$ cat src/rtl/display_driver.sv
// Result capture, done-pulse stretcher and 4-digit multiplexed 7-segment scan
// for the calculator: FSM state code on the left digit, result hex on the right two.
module display_driver #(
   parameter int DW      = 8,
   parameter int DIV     = 16,
   parameter int STRETCH = 1000
) (
   input  logic          clk,
   input  logic          rst,
   input  logic [3:0]    cs,
   input  logic [DW-1:0] out,
   input  logic          done,
   output logic [3:0]    an,
   output logic [6:0]    seg,
   output logic          dp,
   output logic          done_led,
   output logic [7:0]    result
);

   localparam int SCW = $clog2(STRETCH + 1);
   localparam int PCW = (DIV > 1) ? $clog2(DIV) : 1;
   localparam logic [SCW-1:0] SC_LOAD = SCW'(STRETCH);
   localparam logic [PCW-1:0] PC_LAST = PCW'(DIV - 1);
   localparam logic [6:0]     BLANK   = 7'b1111111;

   function automatic logic [6:0] hex7(input logic [3:0] v);
      case (v)
         4'h0: hex7 = 7'b1000000;
         4'h1: hex7 = 7'b1111001;
         4'h2: hex7 = 7'b0100100;
         4'h3: hex7 = 7'b0110000;
         4'h4: hex7 = 7'b0011001;
         4'h5: hex7 = 7'b0010010;
         4'h6: hex7 = 7'b0000010;
         4'h7: hex7 = 7'b1111000;
         4'h8: hex7 = 7'b0000000;
         4'h9: hex7 = 7'b0010000;
         4'hA: hex7 = 7'b0001000;
         4'hB: hex7 = 7'b0000011;
         4'hC: hex7 = 7'b1000110;
         4'hD: hex7 = 7'b0100001;
         4'hE: hex7 = 7'b0000110;
         default: hex7 = 7'b0001110;
      endcase
   endfunction

   logic           done_q;
   logic [7:0]     result_q, result_d;
   logic [SCW-1:0] sc_q, sc_d;
   logic           done_led_q, done_led_d;
   logic [PCW-1:0] pc_q, pc_d;
   logic [1:0]     di_q, di_d;
   logic [3:0]     an_q, an_d;
   logic [6:0]     seg_q, seg_d;
   logic           dp_q, dp_d;
   logic           rise, pc_wrap, blank;
   logic [3:0]     nib;

   always_comb begin
      rise     = done & ~done_q;
      result_d = rise ? 8'(out) : result_q;

      // Held at STRETCH while done is high, so the tail is timed from the falling edge.
      if (done)
         sc_d = SC_LOAD;
      else if (sc_q != '0)
         sc_d = sc_q - SCW'(1);
      else
         sc_d = sc_q;
      done_led_d = done | (sc_q != '0);

      pc_wrap = (pc_q == PC_LAST);
      pc_d    = pc_wrap ? '0 : pc_q + PCW'(1);
      di_d    = pc_wrap ? di_q + 2'd1 : di_q;
   end

   always_comb begin
      nib   = 4'h0;
      blank = 1'b0;
      case (di_q)
         2'd0: nib = result_q[3:0];
         2'd1: begin
            nib   = result_q[7:4];
            blank = (DW <= 4);
         end
         2'd2: blank = 1'b1;
         default: nib = cs;
      endcase
      an_d  = ~(4'b0001 << di_q);
      seg_d = blank ? BLANK : hex7(nib);
      dp_d  = ~((di_q == 2'd3) & done_led_q);
   end

   always_ff @(posedge clk or negedge rst) begin
      if (!rst) begin
         done_q     <= 1'b0;
         result_q   <= '0;
         sc_q       <= '0;
         done_led_q <= 1'b0;
         pc_q       <= '0;
         di_q       <= '0;
         an_q       <= 4'b1111;
         seg_q      <= BLANK;
         dp_q       <= 1'b1;
      end else begin
         done_q     <= done;
         result_q   <= result_d;
         sc_q       <= sc_d;
         done_led_q <= done_led_d;
         pc_q       <= pc_d;
         di_q       <= di_d;
         an_q       <= an_d;
         seg_q      <= seg_d;
         dp_q       <= dp_d;
      end
   end

   assign an       = an_q;
   assign seg      = seg_q;
   assign dp       = dp_q;
   assign done_led = done_led_q;
   assign result   = result_q;

endmodule
$ cat config.mk
export PLATFORM = sky130hd
export DESIGN_NAME = display_driver
export DESIGN_NICKNAME = d
export VERILOG_FILES = /design/src/rtl/display_driver.sv
export SDC_FILE = /design/constraint.sdc
export NUM_CORES = 1
export LEC_CHECK = 0
export BUFFER_PORTS_ARGS = -buffer_cell sky130_fd_sc_hd__buf_4
export CAP_MARGIN = 20
export CORE_AREA = 3 3 60 73
export DETAILED_ROUTE_END_ITERATION = 16
export DIE_AREA = 0 0 63 76
export PLACE_DENSITY = 0.73
export SYNTH_ARGS = -nofsm -noshare
export SYNTH_HDL_FRONTEND = slang
export SYNTH_SLANG_ARGS = --single-unit
$ cat constraint.sdc
create_clock -name clk -period 2.6 [get_ports clk]
set_input_delay 0 -clock clk [delete_from_list [all_inputs] [get_ports clk]]
set_output_delay 0 -clock clk [all_outputs]
set_load 0.03 [all_outputs]
==> reports/metrics.sh, run 1 <==
DRC_ERRORS=0
GRT.OVERFLOW.TOTAL=0
CRITICAL_PATH.MAX_FANOUT=6
RESULT_OF_THE_RUN='completed'
SYNTH.CELL_AREA_UM2=1870
HOLD_VIOL_FINAL=0
HOLD_PATH_CLASS='in2reg'
CTSLONGESTPATHBUFFERS=2
PLACEMENT_ROWS=24
TIMING.CRITICAL_PATH.FROM_TYPE='register'
CRITICAL_PATH_REQUIRED_NS=2.81
CPPEAKSTAGEDELAY_NS=0.45
TOTAL_DIE_AREA_UM2=4790
FLOORPLAN.CORE_AREA_UM2=3690
SYNTH.TOP_CELLS.BY_AREA='dfrtp_1, dfstp_2, ha_1, mux2_2, inv_1'
AVGVIACOUNTPERCELL=5.33
DIE_W_UM=63
ROUTED_WIRE_LENGTH_PER_INSTANCE_UM=14.7
ANT_NETS=0
WORST_MAX_SLEW_MARGIN_EXPRESSED_RELATIVE_TO_THE_LIMIT_PCT=54.0
CRIT_PATH_END_KIND='register'
CAP_VIOL_MAX_COUNT=0
CTS-HTREE-LEVELS=2
RSZ0062_AT_GRT='no'
SYNTH_TOP_CELL_AREA_SHARE_PCT=34.9
WS_PATH_TYPE='reg2reg'
FIRST_PASS_GRT_WIRE_LENGTH_UM=6680
REPORT.FINAL.SLEW_VIOL_COUNT=0
ANTENNADIODECOUNT=0
POST_ROUTE_CELLS_DRIVE_ABOVE_1_SHARE_PCT=31.6
CLOCK_TRANSITION_AT_PATH_REGS_NS=0.08
SYNTH_EDF_COUNT=0
DR.FIRST_ITER.DRC_COUNT=59
FIN_WORST_SKEW_NS=0.00920
YOSYSWARNINGCOUNT=0
ASYNC_RESET_FF_SHARE_PCT=100
EFFECTIVE_UTILIZATION_AT_FLOORPLAN_PCT=50.5
TIGHTEST_SLEW_NS=0.688
COUNT_OF_DISTINCT_CELL_TYPES_IN_THE_SYNTHESIZED_NETLIST=40
PEAKVDDDROP_mV=0.390
FIRST_PASS_ITERS=4
ARRIVAL_NS=2.57
DRT-TOTAL-WL_UM=3890
FILL_CELL_TOTAL_OF_THE_FINISHED_LAYOUT=303
TOTAL_CLOCK_BUFFERS_CREATED_BY_CTS=5
GP_ROUTABILITY_CONGESTION=0.895
CTS.REPAIR.RESIZED=0
ANTENNA_VIOLATIONS_BEFORE_REPAIR=0
CRIT_SLOWEST_CELL='dfrtp_1'
YS_FF_LATCH=38
DPL.HPWL_UM=2880
GRT_PASS1_VIAS=1457
FINALSETUPTNS_NS=0
SYN-MEAN-INSTANCE-AREA_UM2=11.4
SYNTH_COMMONEST_CELLS='dfrtp_1, ha_1, inv_1'
POST_CTS_SETUP_REPAIR_BUFFER_COUNT=0
P_LEAK_nW=1.05
BOUNDARY_PINS=36
MAX_FREQ_MHz=424
PIN_COUNT_OF_THE_BIGGEST_NET_ENTERING_GLOBAL_ROUTING=39
AREA_DELTA_SYNTH_FINAL_PCT=26.6
TRITONCTS_CLOCK_TREE='done'
CTS_HOLD_BUF=10
CTS_ROOT_BUF='clkbuf_8'
SYNTHCELLS=163
CLKLATENCYLATEPIN_NS=0.29
YOSYSMOSTFREQUENTCELL='dfrtp_1'
HOLD_SLACK_NS=0.162
SYNTH.LARGEST_AREA_CELL='dfrtp_1'
FINAL_CORE_UTIL_PCT=63.9
DIEHEIGHT_UM=76
SYNTH_FLOP_CELL='dfrtp_1'
FINISH.NET_COUNT=239
TRITONCTS_NUM_SINKS=38
LAYOUT_MIN_CYCLE_TIME_NS=2.36
CP_CELL_SEQUENCE='inv_1 > ha_1 > a221o_1 > o21ai_0 > inv_1 > ha_1 > nor4b_1 > a211oi_1'
SETUP-VIOLATIONS-FINAL=0
VIAS=1408
SYNTH.NET_COUNT=191
PLACEMENT.IO_BUFFERS=35
POWER_DENSITY_nW_PER_UM2=560
GLOBAL_ROUTE.USAGE.TOTAL_PCT=17.7
YOSYSSEQAREASHARE_PCT=51.8
FIN_CRIT_SH_PCT=90.7
## power breakdown
group	switching (mW)	total, mW	internal [mW]
Sequential	0.0344	0.675	0.641
Combinational	0.145	0.258	0.113
Clock	0.203	0.389	0.186
Total	0.382	1.32	0.939
## layout make-up
class | instances | area (um^2) | share of cell area, %
Sequential cell | 38 | 966 | 40.9
Multi-Input combinational cell | 107 | 831 | 35.2
Timing Repair Buffer | 46 | 368 | 15.6
Clock buffer | 6 | 72.6 | 3.07
Tap cell | 52 | 65.1 | 2.76
Inverter | 13 | 48.8 | 2.07
Clock inverter | 2 | 10.0 | 0.424
## path summary, 6_finish.rpt
path | startpoint | end | slack (ns) | cells past startpoint
setup / recovery | di_q[0] | seg[0] | 0.24 | 8
hold / removal | cs[2] | seg[1] | 0.16 | 3
setup reg to reg | di_q[0] | seg[0] | 0.24 | 8
hold reg to reg | done_led | dp | 0.42 | 1
max in group asynchronous | rst | an[3] | 2.05 | 2
min in group asynchronous | rst | result[2] | 0.20 | 2
## through the flow
stage | instances | setup slack, ns | area [um^2] | power, mW
after floorplan | 163 | 0.491 | 1870 | 0.834
after global placement | 245 | 0.397 | 2170 | 0.922
after detailed placement | 246 | 0.249 | 2180 | 0.933
after CTS | 264 | 0.226 | 2360 | 1.34
after global routing | 264 | 0.00595 | 2360 | 1.38
final | 264 | 0.242 | 2360 | 1.32
## worst max-delay path, delay by kind of cell, from the launching register on
kind | cells | cell delay, ns
AO/OA/AOI/OAI | 3 | 0.66
adder cells (fa/ha/maj) | 2 | 0.54
buffers and inverters | 2 | 0.28
flip-flops | 1 | 0.45
AND/OR/NAND/NOR | 1 | 0.33
## logic make-up (layout without fill, tap and decap cells)
kind of cell,count (synthesis),count (layout),share of synthesized area (%)
compound gates,31,31,12.1
buf+inv,18,67,3.69
simple gates,44,44,13.4
fa+ha+maj,13,13,8.72
mux,12,12,7.04
flops,38,38,51.8
xor+xnor,7,7,3.29
## per-layer routing
metal	part of all wire [%]	global-route usage (%)
met1	40	20.2
met2	54	30.5
met3	4.1	3.69
met4	2.3	9.49
met5	0	0
## layout by cell type, fill, tap and decap left out, types with 2 or more instances in the layout
| cell | count |
|---|---|
| o31ai_1 | 3 |
| o221ai_1 | 2 |
| a211oi_1 | 2 |
| a211o_1 | 3 |
| nor2b_1 | 2 |
| clkbuf_8 | 5 |
| or3_1 | 2 |
| o21ai_0 | 7 |
| a21oi_1 | 2 |
| dfrtp_1 | 26 |
| a221o_1 | 3 |
| nor3_1 | 3 |
| mux2_2 | 9 |
| or4_1 | 4 |
| nor2_1 | 7 |
| o311ai_0 | 2 |
| nand2b_1 | 5 |
| dlygate4sd3_1 | 10 |
| nand3_1 | 4 |
| buf_4 | 35 |
| xnor2_1 | 3 |
| dfstp_2 | 12 |
| clkinv_2 | 2 |
| ha_1 | 13 |
| a31oi_1 | 2 |
| and2_1 | 2 |
| xor2_1 | 4 |
| mux2i_1 | 3 |
| nand2_1 | 8 |
| inv_1 | 13 |
## sequential cells by signal, summed over array words and instances, names as in the netlist
name      cells
result        8
pc_q          4
seg           7
done_q        1
done_led      1
di_q          2
an            4
sc_q         10
dp            1
No activity file was read; power rests on OpenSTA's default activity.
==> run 2, diff against run 1 <==
CORE_AREA = 3 3 63 77   (was 3 3 60 73)
CTS_CLUSTER_DIAMETER = 100   (was unset)
DIE_AREA = 0 0 66 80   (was 0 0 63 76)
PLACE_DENSITY = 0.67   (was 0.73)
==> reports/metrics.sh, run 2 (synthesis gave the netlist of run 1 again) <==
RSZ0062_AT_GRT='no'  # unchanged
AVGVIACOUNTPERCELL=5.22  # was 5.33
TRITONCTS_NUM_SINKS=38  # unchanged
CLKLATENCYLATEPIN_NS=0.29  # about the same
ANT_NETS=0  # unchanged
DR.FIRST_ITER.DRC_COUNT=39  # was 59
HOLD_VIOL_FINAL=0  # unchanged
PLACEMENT.IO_BUFFERS=35  # unchanged
LAYOUT.CELLS.MOST_COMMON='buf_4'  # unchanged
CLOCK_TRANSITION_AT_PATH_REGS_NS=0.08  # about the same
MOSTFREQUENTLAYOUTCELLS='buf_4, dfrtp_1, inv_1, ha_1, dfstp_2'  # unchanged
DRC_ERRORS=0  # unchanged
BOUNDARY_PINS=36  # unchanged
POST_CTS_SETUP_REPAIR_BUFFER_COUNT=0  # unchanged
CRITICAL_PATH_REQUIRED_NS=2.82  # was 2.81 ns
WORST_MAX_SLEW_MARGIN_EXPRESSED_RELATIVE_TO_THE_LIMIT_PCT=53.4  # was 54.0%
ANTENNADIODECOUNT=0  # unchanged
CAP_VIOL_MAX_COUNT=0  # unchanged
DP_WORST_SETUP_SLACK_NS=0.263  # was 0.249 ns
FINAL_CRITICAL_PATH_SETUP_SLACK_NS=0.237  # was 0.242 ns
FILL_CELL_TOTAL_OF_THE_FINISHED_LAYOUT=354  # was 303
POST-ROUTE-CELL-AREA_UM2=2430  # was 2360 um^2
GRT_PASS1_VIAS=1440  # was 1457
HOLD_SLACK_NS=0.203  # was 0.162 ns
RR_WORST_DEPTH=7  # was 8
MAX_REG_FLOPS=10  # unchanged
ANTENNA_VIOLATIONS_BEFORE_REPAIR=0  # unchanged
DIEHEIGHT_UM=80  # was 76 um
FIN_WORST_SKEW_NS=0.00805  # was 0.00920 ns
LAYOUT_MIN_CYCLE_TIME_NS=2.36  # about the same
ROUTED_WIRE_LENGTH_PER_INSTANCE_UM=14.4  # was 14.7 um
GRT.OVERFLOW.TOTAL=0  # unchanged
TIMING.CRITICAL_PATH.FROM_TYPE='register'  # unchanged
POWER.TOTAL_mW=1.55  # was 1.32 mW
PLACED_CELL_AREA_UM2=2190  # was 2180 um^2
CRIT_PATH_END_KIND='register'  # unchanged
PIN_COUNT_OF_THE_BIGGEST_NET_ENTERING_GLOBAL_ROUTING=39  # unchanged
DPL.CELL_COUNT=250  # was 246
CRITICAL_PATH.MAX_FANOUT=7  # was 6
CTSLONGESTPATHBUFFERS=2  # unchanged
POWER_DENSITY_nW_PER_UM2=637  # was 560 nW/um^2
MAX_FREQ_MHz=423  # was 424 MHz
TOTAL_DIE_AREA_UM2=5280  # was 4790 um^2
FLOORPLAN.CORE_AREA_UM2=4200  # was 3690 um^2
ARRIVAL_NS=2.58  # was 2.57 ns
DPL.HPWL_UM=2760  # was 2880 um
EFFECTIVE_UTILIZATION_AT_FLOORPLAN_PCT=44.5  # was 50.5%
FINALSETUPTNS_NS=0  # unchanged
RESULT_OF_THE_RUN='completed'  # unchanged
DRT-TOTAL-WL_UM=3850  # was 3890 um
CTS-HTREE-LEVELS=2  # unchanged
FINAL_CORE_UTIL_PCT=57.9  # was 63.9%
FINISH.NET_COUNT=239  # unchanged
GLOBAL_ROUTE.USAGE.TOTAL_PCT=16.4  # was 17.7%
AREA_DELTA_SYNTH_FINAL_PCT=30.2  # was 26.6%
FIRST_PASS_ITERS=4  # unchanged
LARGEST-REGISTER='sc_q'  # unchanged
TOTAL_CLOCK_BUFFERS_CREATED_BY_CTS=5  # unchanged
HOLD_PATH_CLASS='in2async'  # was in2reg
FINAL_CELL_COUNT_NO_FILL=268  # was 264
TRITONCTS_CLOCK_TREE='done'  # unchanged
FIRST_PASS_GRT_WIRE_LENGTH_UM=6570  # was 6680 um
FIN_CRIT_SH_PCT=90.9  # was 90.7%
WS_PATH_TYPE='reg2reg'  # unchanged
P_LEAK_nW=1.08  # was 1.05 nW
REPORT.FINAL.SLEW_VIOL_COUNT=0  # unchanged
TIGHTEST_SLEW_NS=0.691  # was 0.688 ns
GP_ROUTABILITY_CONGESTION=0.830  # was 0.895
PLACEMENT_ROWS=26  # was 24
CTS_ROOT_BUF='clkbuf_8'  # unchanged
DIE_W_UM=66  # was 63 um
POST_ROUTE_CELLS_DRIVE_ABOVE_1_SHARE_PCT=32.1  # was 31.6%
SETUP-VIOLATIONS-FINAL=0  # unchanged
PEAKVDDDROP_mV=0.362  # was 0.390 mV
VIAS=1399  # was 1408
## run 2: report_power, final
part	switching [mW]	internal (mW)	total (mW)
clock network	0.206	0.409	0.615
logic	0.144	0.113	0.257
registers	0.0344	0.641	0.675
total	0.384	1.16	1.55
## run 2: critical path: stages, from the launching register on
cell and delay [ns]:
dfrtp_1 0.46, ha_1 0.32, inv_1 0.08, o21ai_0 0.56
inv_1 0.20, ha_1 0.29, nor4b_1 0.30, a211oi_1 0.08
## run 2: area by class of cell
cell class                      instances  area (um^2)  share of cell area (%)
Clock buffer                            6         82.6                    3.40
Clock inverter                          2         60.1                    2.47
Inverter                               13         48.8                    2.01
Multi-Input combinational cell        107          831                    34.2
Sequential cell                        38          966                    39.8
Tap cell                               56         70.1                    2.89
Timing Repair Buffer                   46          370                    15.2
## run 2: final timing paths
kind,slack [ns],to,from
max,0.24,seg[0],di_q[0]
max in group asynchronous,2.04,dp,rst
min,0.20,result[3],rst
min in group clk,0.25,seg[1],cs[2]
max reg2reg,0.24,seg[0],di_q[0]
min reg2reg,0.42,dp,done_led
## run 2: repair_timing
action / in CTS / in global routing
hold endpoints to repair: 41 / 0
hold buffers: 10 / 0
gates resized for setup: 0 / 0
## run 2: metal layers
layer,up-vias,part of all wire (%),GRT usage [%],routed length (um)
met3,7,4.2,4.93,160
li1,679,-,-,-
met5,-,0,0,0
met2,26,57,30.5,2180
met1,687,38,16.8,1450
met4,0,1.6,6.71,61
